$ cat config.mk
export PLATFORM = sky130hd
export DESIGN_NAME = mul_share_ctrl
export DESIGN_NICKNAME = d
export VERILOG_FILES = /design/src/rtl/mul_share_ctrl.sv
export SDC_FILE = /design/constraint.sdc
export NUM_CORES = 1
export LEC_CHECK = 0
export CAP_MARGIN = 20
export CORE_MARGIN = 2
export CORE_UTILIZATION = 35
export CTS_CLUSTER_SIZE = 25
export DETAILED_ROUTE_END_ITERATION = 7
export GPL_TIMING_DRIVEN = 0
export PLACE_DENSITY_LB_ADDON = 0.3
export SLEW_MARGIN = 0
export SYNTH_ARGS = -nofsm -noshare
export SYNTH_HDL_FRONTEND = slang
export SYNTH_SLANG_ARGS = --single-unit
$ cat constraint.sdc
create_clock -name clk -period 4.84 [get_ports clk]
set_input_delay 0.968 -clock clk [delete_from_list [all_inputs] [get_ports clk]]
set_output_delay 0.968 -clock clk [all_outputs]
set_load 0.05 [all_outputs]
$ cat src/rtl/mul_share_ctrl.sv
// Round-robin controller time-sharing one external 8x8 unsigned multiplier among NREQ requesters.
// Define MUL_SHARE_CTRL_STATS_EN to add the 16-bit op_count completed-response counter.
module mul_share_ctrl #(
    parameter int NREQ    = 4,
    parameter int MUL_LAT = 1
) (
    input  logic                 clk,
    input  logic                 rst,
    input  logic [NREQ-1:0]      req_valid,
    output logic [NREQ-1:0]      req_ready,
    input  logic [8*NREQ-1:0]    req_a,
    input  logic [8*NREQ-1:0]    req_b,
    output logic [NREQ-1:0]      rsp_valid,
    input  logic [NREQ-1:0]      rsp_ready,
    output logic [15:0]          rsp_data,
    output logic [7:0]           mul_in1,
    output logic [7:0]           mul_in2,
    input  logic [15:0]          mul_prod,
    output logic                 busy
`ifdef MUL_SHARE_CTRL_STATS_EN
    ,
    output logic [15:0]          op_count
`endif
);

    localparam int PTR_W = $clog2(NREQ);

    typedef enum logic [1:0] {IDLE, CALC, RESP} state_t;

    state_t           state;
    logic [PTR_W-1:0] rr_ptr;
    logic [PTR_W-1:0] gnt;
    logic [2:0]       cnt;
    logic [PTR_W-1:0] win;
    logic [PTR_W-1:0] cand;
    logic [PTR_W-1:0] win_next;
    logic             found;

    // First requester at or after rr_ptr, wrapping modulo NREQ.
    always_comb begin
        found = 1'b0;
        win   = '0;
        cand  = '0;
        for (int k = 0; k < NREQ; k++) begin
            cand = PTR_W'((int'(rr_ptr) + k) % NREQ);
            if (!found && req_valid[cand]) begin
                found = 1'b1;
                win   = cand;
            end
        end
    end

    assign win_next  = (win == PTR_W'(NREQ - 1)) ? '0 : win + 1'b1;
    assign req_ready = (state == IDLE && found && !rst) ? (NREQ'(1) << win) : '0;

    always_ff @(posedge clk or posedge rst) begin
        if (rst) begin
            state     <= IDLE;
            rr_ptr    <= '0;
            gnt       <= '0;
            cnt       <= '0;
            rsp_valid <= '0;
            rsp_data  <= '0;
            mul_in1   <= '0;
            mul_in2   <= '0;
            busy      <= 1'b0;
        end else begin
            case (state)
                IDLE: begin
                    if (found) begin
                        mul_in1 <= req_a[{win, 3'b000} +: 8];
                        mul_in2 <= req_b[{win, 3'b000} +: 8];
                        gnt     <= win;
                        rr_ptr  <= win_next;
                        cnt     <= '0;
                        busy    <= 1'b1;
                        state   <= CALC;
                    end
                end
                CALC: begin
                    // Operands stay on mul_in1/mul_in2 while the product settles.
                    cnt <= cnt + 3'd1;
                    if (cnt == 3'(MUL_LAT - 1)) begin
                        rsp_data  <= mul_prod;
                        rsp_valid <= NREQ'(1) << gnt;
                        state     <= RESP;
                    end
                end
                RESP: begin
                    if (rsp_ready[gnt]) begin
                        rsp_valid <= '0;
                        busy      <= 1'b0;
                        state     <= IDLE;
                    end
                end
                default: state <= IDLE;
            endcase
        end
    end

`ifdef MUL_SHARE_CTRL_STATS_EN
    always_ff @(posedge clk or posedge rst) begin
        if (rst)
            op_count <= '0;
        else if (state == RESP && rsp_ready[gnt])
            op_count <= op_count + 16'd1;
    end
`endif

endmodule
# ---- Word-level counts from Yosys, hierarchy flattened
# Cells that the tools add are included.
dict set report word_totals {
  output_inout_bits 41
  regBits 46
}
dict set report op_classes {
  shifts 4
  n_addsub 5
  mux 32
  order_cmp 5
  reduce_logical 20
  eq_ne 6
}
# cell count
set ops {}
lappend ops {{$shiftx 32x6->8} 2}
lappend ops {{$mux 2} 8}
lappend ops {{$lt 2x3->1 const B} 5}
lappend ops {{$mux 4} 3}
lappend ops {{$mux 1} 11}
lappend ops {{$bmux 1 s2} 5}
lappend ops {{$reduce_and 3->1} 3}
lappend ops {{$pmux 4 s2} 1}
lappend ops {{$shl 1x2->4 const A} 2}
lappend ops {{$ne 2x2->1 const B} 3}
lappend ops {{$pmux 2 s3} 1}
lappend ops {{$pmux 3 s2} 1}
lappend ops {{$reduce_and 2->1} 3}
lappend ops {{$reduce_bool 2->1} 3}
lappend ops {{$logic_and 1x1->1} 5}
lappend ops {{$add 2x1->2 const B} 2}
lappend ops {{$add 2x2->2 const B} 2}
lappend ops {{$eq 2x2->1 const B} 2}
lappend ops {{$logic_not 1->1} 4}
lappend ops {{$add 3x1->3 const B} 1}
lappend ops {{$logic_not 3->1} 1}
lappend ops {{$mux 3} 1}
lappend ops {{$eq 2x1->1 const B} 1}
lappend ops {{$logic_not 2->1} 1}
lappend ops {{$pmux 1 s2} 1}

# ---- Logic depth before layout (Yosys ltp)
# Gate-level depths: netlist of run 1.
dict set report logic_depth {
  depth_word 15
  ltp_mapped 8
}

# ---- Worst setup path after synthesis of run 1
# OpenSTA, ideal clock, no wires.
dict set report synth_timing {
  kind {input to output}
  start {input req_valid[0]}
  end {output req_ready[0]}
  required_ns 3.872
  arrival_time_ns 3.058
  slack_ns 0.814
  cell_stages 6
  cell_sequence {a21o_1 a21oi_1 o22a_2 buf_6 buf_8 nor4_1}
}
dict set report synth_between {
  elab_chain_len 15
}
# item line
set synth_lines {}
lappend synth_lines {{start, declared} 9} ;# input logic [NREQ-1:0] req_valid,
lappend synth_lines {{$bmux 1 s2} 46} ;# if (!found && req_valid[cand]) begin
lappend synth_lines {{$mux 1 (implied by the code)} 46}
lappend synth_lines {{$mux 1} 46}
lappend synth_lines {{$logic_not 1->1} 46}
lappend synth_lines {{$logic_and 1x1->1} 46}
lappend synth_lines {{$mux 1} 46}
lappend synth_lines {{$logic_not 1->1} 46}
lappend synth_lines {{$logic_and 1x1->1} 46}
lappend synth_lines {{$mux 1} 46}
lappend synth_lines {{$logic_not 1->1} 46}
lappend synth_lines {{$logic_and 1x1->1} 46}
lappend synth_lines {{$mux 1} 46}
lappend synth_lines {{$logic_and 1x1->1 (2 in a row)} 54} ;# assign req_ready = (state == IDLE && found && !rst) ? (NREQ'(1) << win) : '0;
lappend synth_lines {{$mux 4 *} 54}
lappend synth_lines {{end, declared} 10} ;# output logic [NREQ-1:0] req_ready,
# Every way passes the cells marked *; elsewhere a longest branch is shown, timed or not. The select of a mux whose other input is x is not followed.

# ---- Worst setup path in the final report of run 1
dict set report layout_timing {
  start {input req_valid[0]}
  end {output req_ready[2]}
}
# Same word-level chain as after synthesis.

==> impl_metrics.py, run 1 <==
metrics = {
    "setup_path": {
        "cp_num_cells": 9,
        "startpoint": "req_valid[0]",
        "reg2regPathDepth": 7,
        "worst_path_max_delay_cell": "clkdlybuf4s50_1",
        "path_class": "input pin to output port",
        "end_kind": "output port",
        "r2r-start": "rr_ptr[1]",
        "worstPathArrival_ps": 3460,
        "cp-start-kind": "input pin",
        "crit_path_max_fanout": 11,
        "critical_path.top_delay_family": "buffers and inverters",
        "r2r_end": "mul_in2[7]",
        "cp.required_ps": 3870,
        "worst-path-buf-inv": 4,
        "path_cells": "clkdlybuf4s50_1, a21o_1, a21oi_1, o22a_2, buf_6, buf_8, ha_1, and3_1, clkdlybuf4s50_1",
        "critPathMaxStageDelay_ps": 830,
        "regToRegSetupSlack_ps": 3060,
        "crit_path_frequent_cell": "clkdlybuf4s50_1",
    },
    "layout": {
        "layoutNonFillerInstCount": 424,
        "finalNetCount": 437,
        "area_growth_pct": 63.92,
        "fin_area_um2": 3928,
        "n_antenna_cell": 0,
        "fill_cells": 587,
        "drive_gt1_share_pct": 13.37,
    },
    "placed_design": {
        "dp_cells": 416,
        "io_buffers": 130,
        "placed_cell_area_um2": 3817,
        "pre_cts_ws_ps": 435.6,
        "hpwl_um": 5220,
        "gp_congestion": 0.7740,
    },
    "clock_network": {
        "root_buffer": "clkbuf_8",
        "ctsResizeCount": 0,
        "htree_levels": 2,
        "cts_sinks": 46,
        "cts_buffers": 5,
        "clk_pin_slew_ps": 80,
        "post-cts-setup-buffers": 0,
        "clk-insertion-delay-late_ps": 300,
        "clockBufferDepth": 2,
        "cts-hold-fix-buffers": 0,
        "tritoncts": "yes",
    },
    "power": {
        "vdd_ir_drop_max_uv": 298.6,
        "powerDensity_nw_per_um2": 664.1,
        "power_uw": 2608,
        "leakage_uw": 0.001694,
    },
    "synth": {
        "avgSynthCellArea_um2": 11.69,
        "synth_seq_cells": 46,
        "syn_inst": 205,
        "ys_types": 32,
        "syn_nets": 299,
        "syn_area_um2": 2396,
        "yosysWarnings": 0,
        "yosysSeqAreaShare_pct": 48.04,
    },
    "global_route": {
        "grt-ovfl-total": 0,
        "grt_pass1_vias": 2102,
        "grt_max_degree": 34,
        "grt.total_usage_pct": 17.55,
        "grt_antenna_before_repair": 0,
        "grt_pass1_wl_um": 10310,
    },
    "timing": {
        "setup_violations": 0,
        "maxSlewViolCount": 0,
        "slew_headroom_pct": 63.50,
        "setup_tns_ps": 0,
        "worst_pin_slew_ps": 545.8,
        "hold_viol_final": 0,
        "rsz0062_at_grt": "no",
        "min_period_ps": 4427,
        "layout_worst_path_cycle_share_pct": 91.46,
        "fin_ws_ps": 413.2,
        "clock.fmax_mhz": 225.9,
        "clock_skew_ps": 9.094,
    },
    "route": {
        "dr_wl_met2_um": 3586,
        "met1_length_um": 2730,
        "topRoutingLayerUsed": "met4",
        "vias_per_cell": 5.026,
        "ant_nets": 0,
        "first_pass_iters": 4,
        "routed_wl_um": 6678,
        "wl_per_cell_um": 15.75,
        "wl_met3_um": 287,
        "drc_errors": 0,
        "num_vias": 2131,
        "drtIter0Drc": 106,
    },
    "floorplanning": {
        "die_h_um": 86.74,
        "die_x_um": 86.74,
        "io-pin-count": 131,
        "start_util_pct": 35.66,
        "core_area_um2": 6719,
        "rows": 30,
        "dieArea_um2": 7524,
    },
    "min_path": {
        "min_path_type": "flop to flop",
        "min_path_cells": 2,
        "holdPathEnd": "rsp_valid[2]",
        "hp-start": "rsp_valid[2]",
    },
    "status": {
        "status": "finished clean",
    },
    "flow_run": {
        "maxCapViolations": 0,
    },
}
cell type report:
| type | instances | area (um2) | area share (%) |
|---|---|---|---|
| sequential | 46 | 1151 | 29.31 |
| multi-input combinational | 138 | 1095 | 27.88 |
| buffer | 10 | 108.9 | 2.772 |
| clock buffer | 8 | 110.1 | 2.803 |
| inverter | 11 | 41.29 | 1.051 |
| timing repair buffer | 131 | 1321 | 33.64 |
| tap | 80 | 100.1 | 2.549 |
routing by layer:
layer | up-vias | track usage (%)
li1 | 1019 | -
met1 | 1051 | 22.67
met5 | - | 0
met3 | 7 | 2.667
met4 | 0 | 5.398
met2 | 54 | 30.28
worst max-delay path by stage:
stage,to,slack [ps]
after detailed placement,req_ready[2],440
after CTS,req_ready[2],380
after global placement,req_ready[2],-140
final,req_ready[2],410
after floorplan,req_ready[0],810
after global routing,req_ready[2],270
cell usage after synthesis (all sizes together):
library cell   n  area share [%]
a21oi          4            0.84
nor2           4            0.63
or3            1            0.26
nor2b          1            0.26
nand2         30             4.9
buf           10             4.5
ha             4             2.1
a21boi         1            0.31
o22ai          1            0.26
nand2b         3            0.78
mux2          17             8.0
nor3           1            0.42
mux2i         32              13
dfrtp         46              48
inv           11             1.7
mux4           1            0.94
a31o           1            0.37
and3           3            0.78
a22o           2            0.73
o21ai          7             1.5
a31oi          2            0.52
o22a           1            0.42
a211oi         1            0.84
nor4           3             1.0
a21o           2            0.63
o221ai        16             5.8
flip-flops by register name (all words and copies together) (netlist names):
signal and count:
state 2, gnt 2, cnt 3, rsp_valid 4, busy 1, mul_in1 8
mul_in2 8, rr_ptr 2, rsp_data 16
placed cells by master, fill, tap and decap left out, types with 3 or more instances in the layout:
master / n
a21oi_1: 4
and3_1: 3
buf_12: 3
buf_2: 4
buf_6: 3
clkbuf_8: 8
clkdlybuf4s50_1: 130
dfrtp_1: 46
ha_1: 4
inv_1: 9
mux2_2: 17
mux2i_1: 32
nand2_1: 28
nand2b_1: 3
nor2_1: 4
o21ai_0: 7
o221ai_1: 16
where the power goes:
group	internal, uW	switching (uW)
combinational	662	980
clock	144	132
sequential	572	118
total	1380	1230
cells by family after synthesis:
| logic type | synth area share (%) |
|---|---|
| multiplexers | 22.30 |
| AO/OA/AOI/OAI | 12.22 |
| AND/OR/NAND/NOR | 9.086 |
| flip-flops | 48.04 |
| adder cells (fa/ha/maj) | 2.089 |
| buffers and inverters | 6.266 |
worst min-delay path, cell delays in order, from the launching register on:
cell and delay [ps]:
dfrtp_1 350, nand2_1 40, o21ai_0 60
metrics by stage:
step,hold slack [ps],utilization [%]
floorplan,488.1,-
global placement,464.4,56.52
detailed placement,474.5,56.82
CTS,496.7,58.45
global route,512.7,58.45
finish,489.1,58.45
No activity file was read; power rests on OpenSTA's default activity.
==> run 2, diff against run 1 <==
Settings changed: CORE_MARGIN 2 to not set, GPL_TIMING_DRIVEN 0 to not set.
==> run 2 against run 1 <==
The flow now finishes with violations (DRC). Routed wire length shrank 8.9%. Die area is 4.6% lower. Global-route usage shrank 0.12 points. Combinational power is 4% lower. Highest routed layer unchanged. Sequential power about the same. Via count fell by 2.7%. Final cell count is 2.6% lower. Sequential cell count unchanged.
==> impl_metrics.py, run 2 (same netlist as run 1, synthesis figures left out) <==
metrics = {
    "status": {
        "failed_checks": "DRC",
        "status": "finished, violations left",
    },
    "floorplanning": {
        "die_h_um": 84.74,
        "dieArea_um2": 7181,
        "io-pin-count": 131,
        "start_util_pct": 36.89,
        "rows": 29,
        "die_x_um": 84.74,
        "core_area_um2": 6495,
    },
    "setup_path": {
        "end_kind": "output port",
        "reg2regPathDepth": 6,
        "cp-start-kind": "input pin",
        "cp.required_ps": 3870,
        "worstPathArrival_ps": 2940,
        "r2r-start": "rr_ptr[1]",
        "path_class": "input pin to output port",
        "crit_path_max_fanout": 26,
        "regToRegSetupSlack_ps": 2670,
        "r2r_end": "mul_in1[0]",
    },
    "route": {
        "drtIter0Drc": 107,
        "vias_per_cell": 5.019,
        "ant_nets": 0,
        "drc_errors": 2,
        "wl_per_cell_um": 14.73,
        "routed_wl_um": 6082,
        "first_pass_iters": 6,
        "num_vias": 2073,
    },
    "clock_network": {
        "clockBufferDepth": 2,
        "clk-insertion-delay-late_ps": 300,
        "htree_levels": 2,
        "root_buffer": "clkbuf_8",
        "ctsResizeCount": 0,
        "cts_buffers": 5,
        "tritoncts": "yes",
        "clk_pin_slew_ps": 80,
        "post-cts-setup-buffers": 0,
        "cts_sinks": 46,
        "cts-hold-fix-buffers": 0,
    },
    "power": {
        "power.share.sequential_pct": 26.4,
        "clkPwrFrac_pct": 13.6,
        "leakage_uw": 0.001666,
        "switchingPower_uw": 1207,
        "powerDensity_nw_per_um2": 676.3,
        "switching_share_pct": 46.17,
        "p_int_uw": 1407,
        "power_frac_comb_pct": 60.0,
        "vdd_ir_drop_max_uv": 378.2,
    },
    "min_path": {
        "holdPathEnd": "mul_in1[0]",
        "hp-start": "mul_in1[0]",
        "min_path_type": "flop to flop",
        "min_path_cells": 2,
    },
    "placed_design": {
        "gp_congestion": 0.7445,
        "placed_cell_area_um2": 3722,
        "dp_cells": 405,
        "io_buffers": 130,
        "hpwl_um": 4678,
    },
    "timing": {
        "layout_worst_path_cycle_share_pct": 80.65,
        "setup_violations": 0,
        "setup_tns_ps": 0,
        "worst_pin_slew_ps": 835.6,
        "slew_headroom_pct": 44.29,
        "clock_skew_ps": 11.66,
        "min_period_ps": 3903,
        "clock.fmax_mhz": 256.2,
        "hold_viol_final": 0,
        "rsz0062_at_grt": "no",
        "maxSlewViolCount": 0,
    },
    "layout": {
        "regArea_um2": 1151,
        "drive_gt1_share_pct": 12.50,
        "multi_input_area_um2": 1095,
        "largest_reg_flops": 16,
        "regMostFlops": "rsp_data",
        "layoutNonFillerInstCount": 413,
        "finalNetCount": 429,
        "fill_cells": 565,
        "reg_top3": "rsp_data x16, mul_in1 x8, mul_in2 x8",
        "n_antenna_cell": 0,
        "area_growth_pct": 61.31,
        "fin_area_um2": 3865,
        "final_cell_mix": "126 x clkdlybuf4s50_1, 46 x dfrtp_1, 32 x mux2i_1",
        "final_common_cell": "clkdlybuf4s50_1",
    },
    "flow_run": {
        "maxCapViolations": 0,
    },
    "global_route": {
        "grt_antenna_before_repair": 0,
        "grt_pass1_vias": 2157,
        "grt_max_degree": 29,
        "grt.total_usage_pct": 17.42,
        "grt_pass1_wl_um": 10030,
        "grt-ovfl-total": 0,
    },
}
-- run 2: cell types whose count changed in the layout (fill, tap and decap cells not counted) --
cell             delta
buf_2               -4
buf_8               -1
bufinv_16           +2
buf_4               +5
clkbuf_8            -2
clkdlybuf4s50_1     -4
buf_12              -1
buf_6               -3
-- run 2: how the worst max path moves through the flow --
stage                 startpoint      endpoint  slack, ps
finish              req_valid[0]  req_ready[0]        940
global route        req_valid[0]  req_ready[0]        790
CTS                 req_valid[0]  req_ready[0]        920
detailed placement  req_valid[0]  req_ready[0]        930
global placement    req_valid[0]  req_ready[0]        970
floorplan           req_valid[0]  req_ready[0]        810
-- run 2: worst max-delay path, stage by stage --
cell             delay, ps
clkdlybuf4s50_1        480
a21o_1                 210
a21oi_1                140
o22a_2                 370
buf_4                  450
nor4_1                  90
buf_4                  200
-- run 2: area by class of cell --
class,count,area share (%)
Clock buffer,6,2.137
Clock inverter,2,1.554
Tap cell,77,2.493
Sequential cell,46,29.78
Timing Repair Buffer,133,34.64
Inverter,11,1.068
Multi-Input combinational cell,138,28.33
-- run 2: metrics by stage --
stage               worst slack (ps)  utilization [%]  total power (uW)  hold WS, ps
finish                         936.5            59.51              2614        494.1
global route                   787.2            59.51              2760        528.7
CTS                            921.2            59.51              2643        494.3
detailed placement             926.8            57.31              2283        474.5
global placement               967.9            57.31              2261        469.7
floorplan                      814.0                -              1808        488.1
-- run 2: routing by layer --
metal  wire length [um]  part of all wire, %  global-route usage, %
met5                  0                    0                      0
met1               2591                   43                  21.79
met3                292                  4.8                  3.343
met2               3115                   51                  30.52
met4                 82                  1.3                  5.239
-- run 2: power by group through the flow --
stage / Sequential, uW / Combinational [uW] / Clock [uW]
final: 691 / 1570 / 354
after global routing: 716 / 1670 / 376
after CTS: 694 / 1590 / 361
after detailed placement: 699 / 1580 / 0
after global placement: 697 / 1560 / 0
after floorplan: 1210 / 602 / 0
==> run 3, diff against run 2 <==
Clock period 4.84 ns to 4.1 ns, I/O delays scaled along.
==> run 3 against run 2 <==
The run still ends with DRC left. Count of clock-buffer cells in the layout stayed put. Sequential share of layout area is 0.087 points higher. Routed wire length is 0.82% higher. Non-clock buffer count is 1 higher. Setup slack worse by 290 ps. Sequential cell count stayed put. Clock power is 16% lower. Die area stayed put. Final cell count is 0.24% higher. Total power is 14% higher. Register-to-register slack worse by 600 ps. Largest power group unchanged. Highest routed layer unchanged.
==> impl_metrics.py, run 3 (same netlist as run 1, synthesis figures left out) <==
metrics = {
    "layout": {
        "final_cell_mix": "126 x clkdlybuf4s50_1, 46 x dfrtp_1, 32 x mux2i_1",
        "drive_gt1_share_pct": 12.76,
        "regMostFlops": "rsp_data",
        "final_common_cell": "clkdlybuf4s50_1",
        "n_antenna_cell": 0,
        "fin_util_pct": 59.33,
        "largest_reg_flops": 16,
        "reg_top3": "rsp_data x16, mul_in1 x8, mul_in2 x8",
        "finalNetCount": 430,
        "fill_cells": 556,
        "area_growth_pct": 60.84,
    },
    "global_route": {
        "grt.total_usage_pct": 17.87,
        "grt_pass1_vias": 2205,
        "grt_max_degree": 28,
        "grt_antenna_before_repair": 0,
        "grt-ovfl-total": 0,
        "grt_pass1_wl_um": 10340,
    },
    "timing": {
        "layout_worst_path_cycle_share_pct": 84.24,
        "clock.fmax_mhz": 289.5,
        "slew_headroom_pct": 44.90,
        "clock_skew_ps": 20.84,
        "setup_tns_ps": 0,
        "rsz0062_at_grt": "no",
        "setup_violations": 0,
        "maxSlewViolCount": 0,
        "min_period_ps": 3454,
        "worst_pin_slew_ps": 826.6,
        "hold_viol_final": 0,
    },
    "clock_network": {
        "clk-insertion-delay-late_ps": 300,
        "post-cts-setup-buffers": 0,
        "cts_buffers": 5,
        "cts_sinks": 46,
        "clockBufferDepth": 2,
        "htree_levels": 2,
        "cts-hold-fix-buffers": 0,
        "tritoncts": "yes",
        "clk_pin_slew_ps": 90,
        "root_buffer": "clkbuf_8",
        "ctsResizeCount": 0,
    },
    "route": {
        "ant_nets": 0,
        "vias_per_cell": 5.082,
        "wl_per_cell_um": 14.81,
        "drtIter0Drc": 81,
        "first_pass_iters": 6,
        "routed_wl_um": 6132,
        "num_vias": 2104,
        "drc_errors": 2,
    },
    "setup_path": {
        "startpoint": "req_valid[1]",
        "worst-path-buf-inv": 3,
        "cp-start-kind": "input pin",
        "worst_path_max_delay_cell": "clkdlybuf4s50_1",
        "reg2regPathDepth": 5,
        "r2r-start": "state[0]",
        "critical_path.top_delay_family": "buffers and inverters",
        "regToRegSetupSlack_ps": 2070,
        "critPathMaxStageDelay_ps": 550,
        "crit_path_max_fanout": 5,
        "cp.required_ps": 3280,
        "path_class": "input pin to output port",
        "r2r_end": "rsp_valid[3]",
        "end_kind": "output port",
        "path_cells": "clkdlybuf4s50_1, nand2b_1, a21oi_1, a211oi_4, inv_2, nor4_1, buf_12",
        "worstPathArrival_ps": 2630,
    },
    "floorplanning": {
        "die_h_um": 84.74,
        "die_x_um": 84.74,
        "core_area_um2": 6495,
        "start_util_pct": 36.89,
        "rows": 29,
        "dieArea_um2": 7181,
        "io-pin-count": 131,
    },
    "power": {
        "vdd_ir_drop_max_uv": 392.0,
        "powerDensity_nw_per_um2": 774.7,
        "leakage_uw": 0.001653,
    },
    "min_path": {
        "min_path_cells": 2,
        "holdPathEnd": "mul_in2[7]",
        "hp-start": "mul_in2[7]",
        "min_path_type": "flop to flop",
    },
    "placed_design": {
        "gp_congestion": 0.7587,
        "hpwl_um": 4762,
        "io_buffers": 130,
    },
    "status": {
        "failed_checks": "DRC",
        "status": "finished, violations left",
    },
    "flow_run": {
        "maxCapViolations": 0,
    },
}
## run 3: cell count changes in the layout (fill, tap and decap cells not counted), sizes merged
cell	change
inv	+1
bufinv	-2
buf	+1
clkinvlp	+1
## run 3: how the worst max path moves through the flow
stage / endpoint / slack (ps) / cells after the start
after floorplan: req_ready[0] / 370 / 6
after global placement: req_ready[1] / 650 / 7
after detailed placement: req_ready[1] / 640 / 7
after CTS: req_ready[1] / 640 / 7
after global routing: req_ready[1] / 500 / 7
final: req_ready[1] / 650 / 7
## run 3: power by group
| part | switching (uW) | total (uW) | internal [uW] |
|---|---|---|---|
| Combinational | 1130 | 1870 | 736 |
| Clock | 159 | 299 | 139 |
| Sequential | 144 | 819 | 675 |
## run 3: worst reg2reg max path, stage by stage (launching register included)
cell and delay [ps]:
dfrtp_1 470, nor2b_1 260, and3_1 730, a31oi_1 220, nand2_1 130, o21ai_0 90
## run 3: per-stage QoR
step                setup slack [ps]  instance area [um2]  power (uW)  hold WS (ps)  cells
floorplan                      370.0                 2396        2134         488.1    205
global placement               651.4                 3755        2684         469.3    406
detailed placement             642.6                 3755        2709         477.7    406
CTS                            635.5                 3854        3013         498.8    414
global route                   498.2                 3854        3164         527.1    414
finish                         646.0                 3854        2985         492.4    414
## run 3: cell type report
type	count	area, um2	share of cell area (%)
Sequential cell	46	1151	29.87
Timing Repair Buffer	134	1371	35.58
Tap cell	77	96.34	2.500
Clock inverter	2	16.27	0.4221
Inverter	11	41.29	1.071
Clock buffer	6	82.58	2.143
Multi-Input combinational cell	138	1095	28.41
## run 3: routing by layer
layer	GRT usage, %	share of wire, %	vias up
li1	-	-	1002
met1	23.00	42	1035
met2	30.30	52	63
met3	4.130	4.5	4
met4	4.777	1.0	0
met5	0	0	-
==> variant: new RTL, flow settings as in run 3 <==
Add a define of `MUL_SHARE_CTRL_STATS_EN`.
--- a/src/rtl/mul_share_ctrl.sv
+++ b/src/rtl/mul_share_ctrl.sv
@@ -1,5 +1,7 @@
 // Round-robin controller time-sharing one external 8x8 unsigned multiplier among NREQ requesters.
 // Define MUL_SHARE_CTRL_STATS_EN to add the 16-bit op_count completed-response counter.
+`define MUL_SHARE_CTRL_STATS_EN
+
 module mul_share_ctrl #(
     parameter int NREQ    = 4,
     parameter int MUL_LAT = 1
Behaviour (old outputs only; new: op_count): unchanged (Yosys induction, for registers that start in step).
==> variant against run 3 <==
- total power grew 21%
- non-clock buffer count grew 17
- critical path type unchanged
- sequential cell count grew 16
- setup slack gained 70 ps
- synthesized area grew 26%
- register-to-register slack lost 130 ps
- final area grew 24%
- wire length grew 31%
- the run now ends clean
==> variant: results <==
export IMPL_status="completed"
export IMPL_worst_pin_slew_ps=814
export IMPL_grt_usage_pct=19.3
export IMPL_hp_start="op_count[15]$_DFFE_PP0P_"
export IMPL_cts_buffer_depth=2
export IMPL_crit_path_end="req_ready[2]"
export IMPL_r2r_start="gnt[0]$_DFFE_PP0P_"
export IMPL_synth_compound_area_share_pct=12.8
export IMPL_drt_wl_total_um=8010
export IMPL_clk_latency_ps=340
export IMPL_synthTopCellsByArea="dfrtp_1 51%, nand2_1 10%, mux2i_1 5.3%"
export IMPL_worst_hold_slack_ps=481
export IMPL_vdd_drop_max_uv=354
export IMPL_drive_gt1_share_pct=7.32
export IMPL_preCtsSetupSlack_ps=707
export IMPL_drc_errors=0
export IMPL_powerComb_mw=1.99
export IMPL_r2r_end="op_count[7]$_DFFE_PP0P_"
export IMPL_grt_pass1_vias=2827
export IMPL_drt_iter0_markers=89
export IMPL_dpl_cell_area_um2=4560
export IMPL_reg2reg_setup_slack_ps=1940
export IMPL_htree_num_levels=3
export IMPL_viasPerCell=4.97
export IMPL_grt_first_pass_wirelength_um=13200
export IMPL_grt_max_degree=45
export IMPL_firstDrtPassIters=4
export IMPL_place_gp_congestion=0.724
export IMPL_hold_path_end="op_count[15]$_DFFE_PP0P_"
export IMPL_yosys_warnings=0
export IMPL_final_cells=556
export IMPL_ys_seq_area_share_pct=51.2
export IMPL_ys_top_cells_by_count="81 x nand2_1, 62 x dfrtp_1, 16 x a22oi_1, 16 x mux2i_1, 16 x o221ai_1"
export IMPL_critPathMaxFanout=18
export IMPL_critPathLaunch="req_valid[2]"
export IMPL_p_leak_nw=2.16
export IMPL_yosysUniqueCellTypes=38
export IMPL_path_clk_slew_ps=70
export IMPL_synth_area_mux_share_pct=6.77
export IMPL_hpwl_um=5950
export IMPL_place_inst=540
export IMPL_clock_skew_ps=10.7
export IMPL_synth_fa_ha_area_share_pct=1.65
export IMPL_cpPeakStageDelay_ps=520
export IMPL_switching_share_pct=47.1
export IMPL_portBuffers=146
export IMPL_reg_top3="op_count x16, rsp_data x16"
export IMPL_syn_nets=397
export IMPL_holdPathStages=1
export IMPL_synth_xor_area_share_pct=4.63
export IMPL_antennaDiodeCount=0
export IMPL_crit_arrival_ps=2560
export IMPL_cts_buffers=9
export IMPL_p_per_area_nw_per_um2=754
export IMPL_min_period_ps=3380
export IMPL_syn_inst=303
-- variant: changes by cell type after synthesis, moves of 4 or more --
cell,change
nor2b_1,+4
a22oi_1,+16
xnor2_1,+12
mux2i_1,-16
xor2_1,+4
mux2_2,-15
nand3_1,+5
dfrtp_1,+16
and2_1,+6
o21ai_0,+4
nand2_1,+53
clkbuf_1,+12
nand4_1,+5
-- variant: area by class of cell --
cell class,instances,area (um^2)
Clock buffer,9,124
Clock inverter,7,98.8
Fill cell,726,3520
Inverter,9,33.8
Multi-Input combinational cell,213,1360
Sequential cell,62,1550
Tap cell,105,131
Timing Repair Buffer,151,1490
-- variant: metal layers --
layer / part of all wire [%] / wire length (um) / GRT usage (%) / vias up
li1: - / - / - / 1345
met1: 42 / 3340 / 23.0 / 1300
met2: 49 / 3890 / 32.3 / 106
met3: 7.7 / 618 / 5.98 / 12
met4: 2.0 / 159 / 8.08 / 0
met5: 0 / 0 / 0 / -
